$ cat src/rtl/seg7_scan_driver.sv
`timescale 1ns/1ps
`default_nettype none
// ============================================================================
//  Module   : seg7_scan_driver
//  Purpose  : Time-multiplexed driver for a bank of common-anode 7-segment
//             digits. Holds NUM_DIGITS hex nibbles, scans one digit per slot,
//             decodes to active-low a..g with per-digit decimal point,
//             blanking and leading-zero suppression. New values are captured
//             through a load handshake and applied only at frame boundaries
//             so a frame never mixes old and new digits.
//
//  Ports    :
//    clk          in   system clock, rising edge
//    rst_n        in   synchronous active-low reset
//    load         in   capture value/dp_in/blank_mask this cycle
//    value        in   packed hex nibbles, digit 0 in bits [3:0]
//    dp_in        in   per-digit decimal point request, active-high
//    blank_mask   in   per-digit force-dark, active-high
//    lz_suppress  in   live leading-zero suppression enable
//    seg          out  {g,f,e,d,c,b,a}, active-low
//    dp           out  decimal point, active-low
//    an           out  anode enables, active-low, at most one low
//    busy         out  a loaded value is waiting for the frame boundary
//    load_ack     out  one-cycle pulse when a pending value goes live
//    frame_done   out  one-cycle pulse after each complete scan
//
//  Revision : 1.0  initial release
// ============================================================================
module seg7_scan_driver #(
    parameter int NUM_DIGITS  = 4,
    parameter int REFRESH_DIV = 50000,
    parameter int GUARD       = 2
) (
    input  logic                    clk,
    input  logic                    rst_n,
    input  logic                    load,
    input  logic [4*NUM_DIGITS-1:0] value,
    input  logic [NUM_DIGITS-1:0]   dp_in,
    input  logic [NUM_DIGITS-1:0]   blank_mask,
    input  logic                    lz_suppress,
    output logic [6:0]              seg,
    output logic                    dp,
    output logic [NUM_DIGITS-1:0]   an,
    output logic                    busy,
    output logic                    load_ack,
    output logic                    frame_done
);

    // ------------------------------------------------------------------------
    // Derived constants
    // ------------------------------------------------------------------------
    localparam int c_CW = (REFRESH_DIV > 1) ? $clog2(REFRESH_DIV) : 1;
    localparam int c_IW = (NUM_DIGITS > 1)  ? $clog2(NUM_DIGITS)  : 1;

    localparam logic [c_CW-1:0] c_CNT_LAST = c_CW'(REFRESH_DIV - 1);
    localparam logic [c_IW-1:0] c_IDX_LAST = c_IW'(NUM_DIGITS - 1);
    localparam logic [6:0]      c_SEG_OFF  = 7'h7F;

    // ------------------------------------------------------------------------
    // State
    // ------------------------------------------------------------------------
    logic [c_CW-1:0]          r_cnt;
    logic [c_IW-1:0]          r_idx;

    logic [4*NUM_DIGITS-1:0]  r_pend_val;
    logic [NUM_DIGITS-1:0]    r_pend_dp;
    logic [NUM_DIGITS-1:0]    r_pend_blank;
    logic                     r_pend_valid;

    logic [4*NUM_DIGITS-1:0]  r_disp_val;
    logic [NUM_DIGITS-1:0]    r_disp_dp;
    logic [NUM_DIGITS-1:0]    r_disp_blank;

    // Boundary events, one cycle old; the output stage delays them once more
    // so frame_done/load_ack line up with the other registered outputs.
    logic                     r_frame_evt;
    logic                     r_xfer_evt;

    logic [6:0]               r_seg;
    logic                     r_dp;
    logic [NUM_DIGITS-1:0]    r_an;
    logic                     r_load_ack;
    logic                     r_frame_done;

    // ------------------------------------------------------------------------
    // Combinational helpers
    // ------------------------------------------------------------------------
    logic                     w_cnt_last;
    logic                     w_idx_last;
    logic                     w_boundary;
    logic                     w_guard;
    logic [3:0]               w_nibs [NUM_DIGITS];
    logic [NUM_DIGITS-1:0]    w_zero;
    logic [NUM_DIGITS-1:0]    w_lz_run;
    logic [3:0]               w_nib;
    logic [6:0]               w_dec;
    logic                     w_lz_dark;
    logic                     w_dark;
    logic [NUM_DIGITS-1:0]    w_an_sel;

    assign w_cnt_last = (r_cnt == c_CNT_LAST);
    assign w_idx_last = (r_idx == c_IDX_LAST);
    assign w_boundary = w_cnt_last && w_idx_last;

    // With GUARD = 0 the comparison would be constant-false on an unsigned
    // counter, so the dark interval is removed structurally instead.
    generate
        if (GUARD == 0) begin : g_no_guard
            assign w_guard = 1'b0;
        end else begin : g_guard
            localparam logic [c_CW-1:0] c_GUARD = c_CW'(GUARD);
            assign w_guard = (r_cnt < c_GUARD);
        end
    endgenerate

    // Split the displayed vector into per-digit nibbles.
    generate
        for (genvar gi = 0; gi < NUM_DIGITS; gi++) begin : g_nib
            assign w_nibs[gi] = r_disp_val[4*gi +: 4];
            assign w_zero[gi] = (r_disp_val[4*gi +: 4] == 4'h0);
        end
    endgenerate

    // w_lz_run[i] is set when digit i and every digit above it are zero.
    always_comb begin
        w_lz_run = '0;
        w_lz_run[NUM_DIGITS-1] = w_zero[NUM_DIGITS-1];
        for (int i = NUM_DIGITS - 2; i >= 0; i--) begin
            w_lz_run[i] = w_zero[i] && w_lz_run[i+1];
        end
    end

    assign w_nib = w_nibs[r_idx];

    // Digit 0 always shows something, otherwise an all-zero value would
    // leave the whole display dark.
    assign w_lz_dark = lz_suppress && w_lz_run[r_idx] && (r_idx != '0);
    assign w_dark    = r_disp_blank[r_idx] || w_lz_dark;

    always_comb begin
        w_an_sel        = '1;
        w_an_sel[r_idx] = 1'b0;
    end

    // Hex to active-low {g,f,e,d,c,b,a}
    always_comb begin
        w_dec = c_SEG_OFF;
        case (w_nib)
            4'h0: w_dec = 7'b1000000;
            4'h1: w_dec = 7'b1111001;
            4'h2: w_dec = 7'b0100100;
            4'h3: w_dec = 7'b0110000;
            4'h4: w_dec = 7'b0011001;
            4'h5: w_dec = 7'b0010010;
            4'h6: w_dec = 7'b0000010;
            4'h7: w_dec = 7'b1111000;
            4'h8: w_dec = 7'b0000000;
            4'h9: w_dec = 7'b0010000;
            4'hA: w_dec = 7'b0001000;
            4'hB: w_dec = 7'b0000011;
            4'hC: w_dec = 7'b1000110;
            4'hD: w_dec = 7'b0100001;
            4'hE: w_dec = 7'b0000110;
            4'hF: w_dec = 7'b0001110;
            default: w_dec = c_SEG_OFF;
        endcase
    end

    // ------------------------------------------------------------------------
    // Scan counters
    // ------------------------------------------------------------------------
    always_ff @(posedge clk) begin
        if (!rst_n) begin
            r_cnt <= '0;
            r_idx <= '0;
        end else if (w_cnt_last) begin
            r_cnt <= '0;
            r_idx <= w_idx_last ? '0 : r_idx + 1'b1;
        end else begin
            r_cnt <= r_cnt + 1'b1;
        end
    end

    // ------------------------------------------------------------------------
    // Load handshake: pending set, display set, boundary transfer
    // ------------------------------------------------------------------------
    always_ff @(posedge clk) begin
        if (!rst_n) begin
            r_pend_val   <= '0;
            r_pend_dp    <= '0;
            r_pend_blank <= '0;
            r_pend_valid <= 1'b0;
            r_disp_val   <= '0;
            r_disp_dp    <= '0;
            r_disp_blank <= '0;
            r_frame_evt  <= 1'b0;
            r_xfer_evt   <= 1'b0;
        end else begin
            r_frame_evt <= w_boundary;
            r_xfer_evt  <= w_boundary && (load || r_pend_valid);

            if (w_boundary) begin
                // A load landing on the boundary edge bypasses pending and
                // supersedes anything still waiting there.
                if (load) begin
                    r_disp_val   <= value;
                    r_disp_dp    <= dp_in;
                    r_disp_blank <= blank_mask;
                end else if (r_pend_valid) begin
                    r_disp_val   <= r_pend_val;
                    r_disp_dp    <= r_pend_dp;
                    r_disp_blank <= r_pend_blank;
                end
                r_pend_valid <= 1'b0;
            end else if (load) begin
                r_pend_val   <= value;
                r_pend_dp    <= dp_in;
                r_pend_blank <= blank_mask;
                r_pend_valid <= 1'b1;
            end
        end
    end

    // ------------------------------------------------------------------------
    // Registered outputs (one cycle behind counters/display state)
    // ------------------------------------------------------------------------
    always_ff @(posedge clk) begin
        if (!rst_n) begin
            r_seg        <= c_SEG_OFF;
            r_dp         <= 1'b1;
            r_an         <= '1;
            r_load_ack   <= 1'b0;
            r_frame_done <= 1'b0;
        end else begin
            r_load_ack   <= r_xfer_evt;
            r_frame_done <= r_frame_evt;
            if (w_guard) begin
                r_seg <= c_SEG_OFF;
                r_dp  <= 1'b1;
                r_an  <= '1;
            end else begin
                // A dark digit keeps its anode on so the slot timing and
                // average brightness of the other digits do not change.
                r_an  <= w_an_sel;
                r_seg <= w_dark ? c_SEG_OFF : w_dec;
                r_dp  <= w_dark || !r_disp_dp[r_idx];
            end
        end
    end

    assign seg        = r_seg;
    assign dp         = r_dp;
    assign an         = r_an;
    assign busy       = r_pend_valid;
    assign load_ack   = r_load_ack;
    assign frame_done = r_frame_done;

endmodule
`default_nettype wire

$ cat config.mk
export PLATFORM = sky130hd
export DESIGN_NAME = seg7_scan_driver
export DESIGN_NICKNAME = d
export VERILOG_FILES = /design/src/rtl/seg7_scan_driver.sv
export SDC_FILE = /design/constraint.sdc
export NUM_CORES = 1
export LEC_CHECK = 0
export ABC_CLOCK_PERIOD_IN_PS = 1800
export BUFFER_PORTS_ARGS = -buffer_cell sky130_fd_sc_hd__buf_2
export CAP_MARGIN = 40
export CORE_ASPECT_RATIO = 0.8
export CORE_MARGIN = 5
export CORE_UTILIZATION = 25
export CTS_BUF_LIST = sky130_fd_sc_hd__clkbuf_2 sky130_fd_sc_hd__clkbuf_4 sky130_fd_sc_hd__clkbuf_8
export DETAILED_ROUTE_END_ITERATION = 16
export PLACE_DENSITY = 0.52
export SLEW_MARGIN = 5
export SYNTH_ARGS = -nofsm -noshare
export SYNTH_HDL_FRONTEND = slang
export SYNTH_SLANG_ARGS = --single-unit
$ cat constraint.sdc
create_clock -name clk -period 1.8 [get_ports clk]
set_input_delay 0.18 -clock clk [delete_from_list [all_inputs] [get_ports clk]]
set_output_delay 0.18 -clock clk [all_outputs]
set_load 0.005 [all_outputs]
==> results.toml <==
[clock_tree]
cts.path.max_buffers = 2
h-tree-depth = 3
clock-sinks = 83
numCtsBuffers = 9
root_buffer = "clkbuf_8"
cts_tree = "built"
clk-insertion-delay-late_ps = 380
cts.clk_slew.worst_paths_ps = 100

[sta]
worst_pin_slew_ps = 509
period_needed_ps = 1770
rsz0062_at_grt = "yes"
slew_headroom = 0.661
finClkSkew_ps = 14.4
timing.fmax_mhz = 565
holdWs_ps = 32.5
report.final.slew_viol_count = 0
final_hold_viol_count = 0
setup_viol = 0
post-route-period-util = 0.984

[setup_path]
regToRegSetupSlack_ps = 30
r2r-end = "r_pend_blank[0]"
end_kind = "flip-flop"
cp_max_fo = 12
crit_type = "flip-flop to flip-flop"
critical-path-top-delay-family = "simple AND/OR/NAND/NOR gates"
worstRegToRegCells = 7
reg2reg_from = "r_cnt[10]"
worst_setup_path_start_kind = "flip-flop"
cp.required_ps = 2060
cp.arrival_ps = 2030
crit_buf_inv = 2
worstPathCellList = "nor4_4 -> nand4_4 -> buf_6 -> o21a_4 -> clkbuf_16 -> nand3_1 -> o21ai_1"
critPathSlowestCell = "nor4_4"
cpPeakStageDelay_ps = 390

[global_route]
grt_pass1_vias = 2872
overflow = 0
grt_max_degree = 54
grt.total_usage = 0.100
antenna_found_initial = 0
grt_pass1_wl_um = 14200

[synthesis]
ys_seq_area_frac = 0.430
synth-async-reset-ratio = 0
yosysWarnings = 0
syn_area_per_cell_um2 = 9.86
synth-edff-count = 0
syn_nets = 431
yosys.cell_types.count = 44
synth_area_um2 = 3870
postSynthCellCount = 392
synth_seq_cells = 83
synth_ff_type = "dfxtp_1"

[placement]
place_hpwl_um = 6390
dp_cells = 655
globalplace.congestion = 0.784
portBuffers = 42

[power]
power_density_nw_per_um2 = 724
peakVddDrop_mv = 0.507
p_leak_nw = 1.87

[run]
cap_viol_max_count = 0

[final_layout]
layout_commonest_cell = "dfxtp_1"
nets = 512
drive_above_1_share = 0.360
diodes = 0
area_delta_synth_final_pct = 29.7
layout_common_cells = "81 x dfxtp_1, 42 x buf_2, 41 x nor2_1, 36 x nand2_1"
final_cells = 688

[die]
dieArea_um2 = 18100
coreArea_um2 = 15100
pin_count = 43
die_h_um = 121
start_util = 0.256
die_w_um = 149
fp-row-count = 40

[min_path]
worstHoldPathCells = 3
whs_endpoint = "r_pend_val[10]"
min_from = "value[10]"
min_path_type = "primary input to flip-flop"

[route]
viasPerCell = 4.50
wire_per_inst_um = 14.3
vias = 3097
drcViolationCount = 0
wl_um = 9810
antenna_left = 0
initialDrtViolationCount = 117
dr.pass1.iters = 6

[outcome]
outcome = "completed"
==> layout make-up <==
class,instances,area [µm²]
fill,1609,10100
timing repair buffer,96,820
clock inverter,6,73.8
inverter,8,32.5
tap,210,263
multi-input combinational,275,2020
sequential,83,1670
clock buffer,10,138
==> power breakdown <==
part,total (W),internal [W],switching (W)
sequential,0.00191,0.00189,0.0000218
clock,0.00142,0.000693,0.000730
combinational,0.000300,0.000130,0.000170
total,0.00363,0.00271,0.000922
==> flip-flops by register name (all words and copies together) (netlist names), 2 cells and up <==
signal / count
an: 4
r_cnt: 16
r_disp_blank: 4
r_disp_dp: 4
r_disp_val: 16
r_idx: 2
r_pend_blank: 4
r_pend_dp: 4
r_pend_val: 16
seg: 7
==> worst min-delay path: stages <==
cell	delay [ps]
buf_2	90
nand3_1	50
o21ai_1	60
==> layer usage <==
| layer | global-route usage | share of wire |
|---|---|---|
| met5 | 0 | 0 |
| met4 | 0.0274 | 0.011 |
| met3 | 0.0407 | 0.046 |
| met2 | 0.145 | 0.42 |
| met1 | 0.138 | 0.53 |
==> cells by family (layout without fill, tap and decap cells) <==
| group | count (synthesis) | count (layout) | synth area share |
|---|---|---|---|
| mux | 36 | 36 | 0.113 |
| compound gates | 65 | 65 | 0.139 |
| flops | 83 | 83 | 0.430 |
| fa+ha+maj | 11 | 11 | 0.0356 |
| buf+inv | 34 | 120 | 0.0625 |
| simple gates | 149 | 149 | 0.188 |
| xor+xnor | 14 | 14 | 0.0317 |
==> metrics by stage <==
step	power, W	area, µm²	setup slack, ps	utilization	setup TNS (ps)
floorplan	0.00212	3890	11.6	-	0
global placement	0.00222	4490	18.7	0.297	0
detailed placement	0.00223	4490	-6.13	0.297	-13.6
CTS	0.00366	4730	14.2	0.313	0
global route	0.00380	5010	-71.2	0.332	-2060
finish	0.00363	5010	29.4	0.332	0
==> timing repair <==
action | in CTS | in global routing
hold buffers | 0 | 0
endpoints found under the setup margin | 11 | 55
gates cloned | 0 | 9
pin swaps | 2 | 25
setup buffers | 3 | 5
resized for setup | 2 | 24
==> synth_stat cells, drive strengths merged, types with 3 or more instances <==
master  number  area, µm²
dfxtp       83       1660
nor2        48        180
nand2       36        135
nand3       35        175
mux2i       28        280
o21ai       27        135
a211oi      25        308
buf         14        136
clkbuf      12       75.1
ha          11        138
inv          8       30.0
nor4         8       65.1
nor3         7       51.3
xnor2        7       61.3
xor2         7       61.3
mux4         6        135
nand4        4       40.0
o211ai       4       30.0
a21oi        3       15.0
and2         3       20.0
and3         3       21.3
==> how the worst max path moves through the flow <==
stage | end | startpoint | slack [ps] | cells after the start
after detailed placement | r_pend_dp[1] | r_cnt[13] | -6 | 7
after global placement | seg[2] | r_idx[0] | 20 | 5
after CTS | r_pend_dp[1] | r_cnt[12] | 10 | 7
after floorplan | seg[1] | r_idx[0] | 10 | 8
final | r_pend_blank[0] | r_cnt[10] | 30 | 7
after global routing | r_disp_val[13] | r_cnt[10] | -70 | 7
Note: power is estimated with default switching activity, not from simulation.
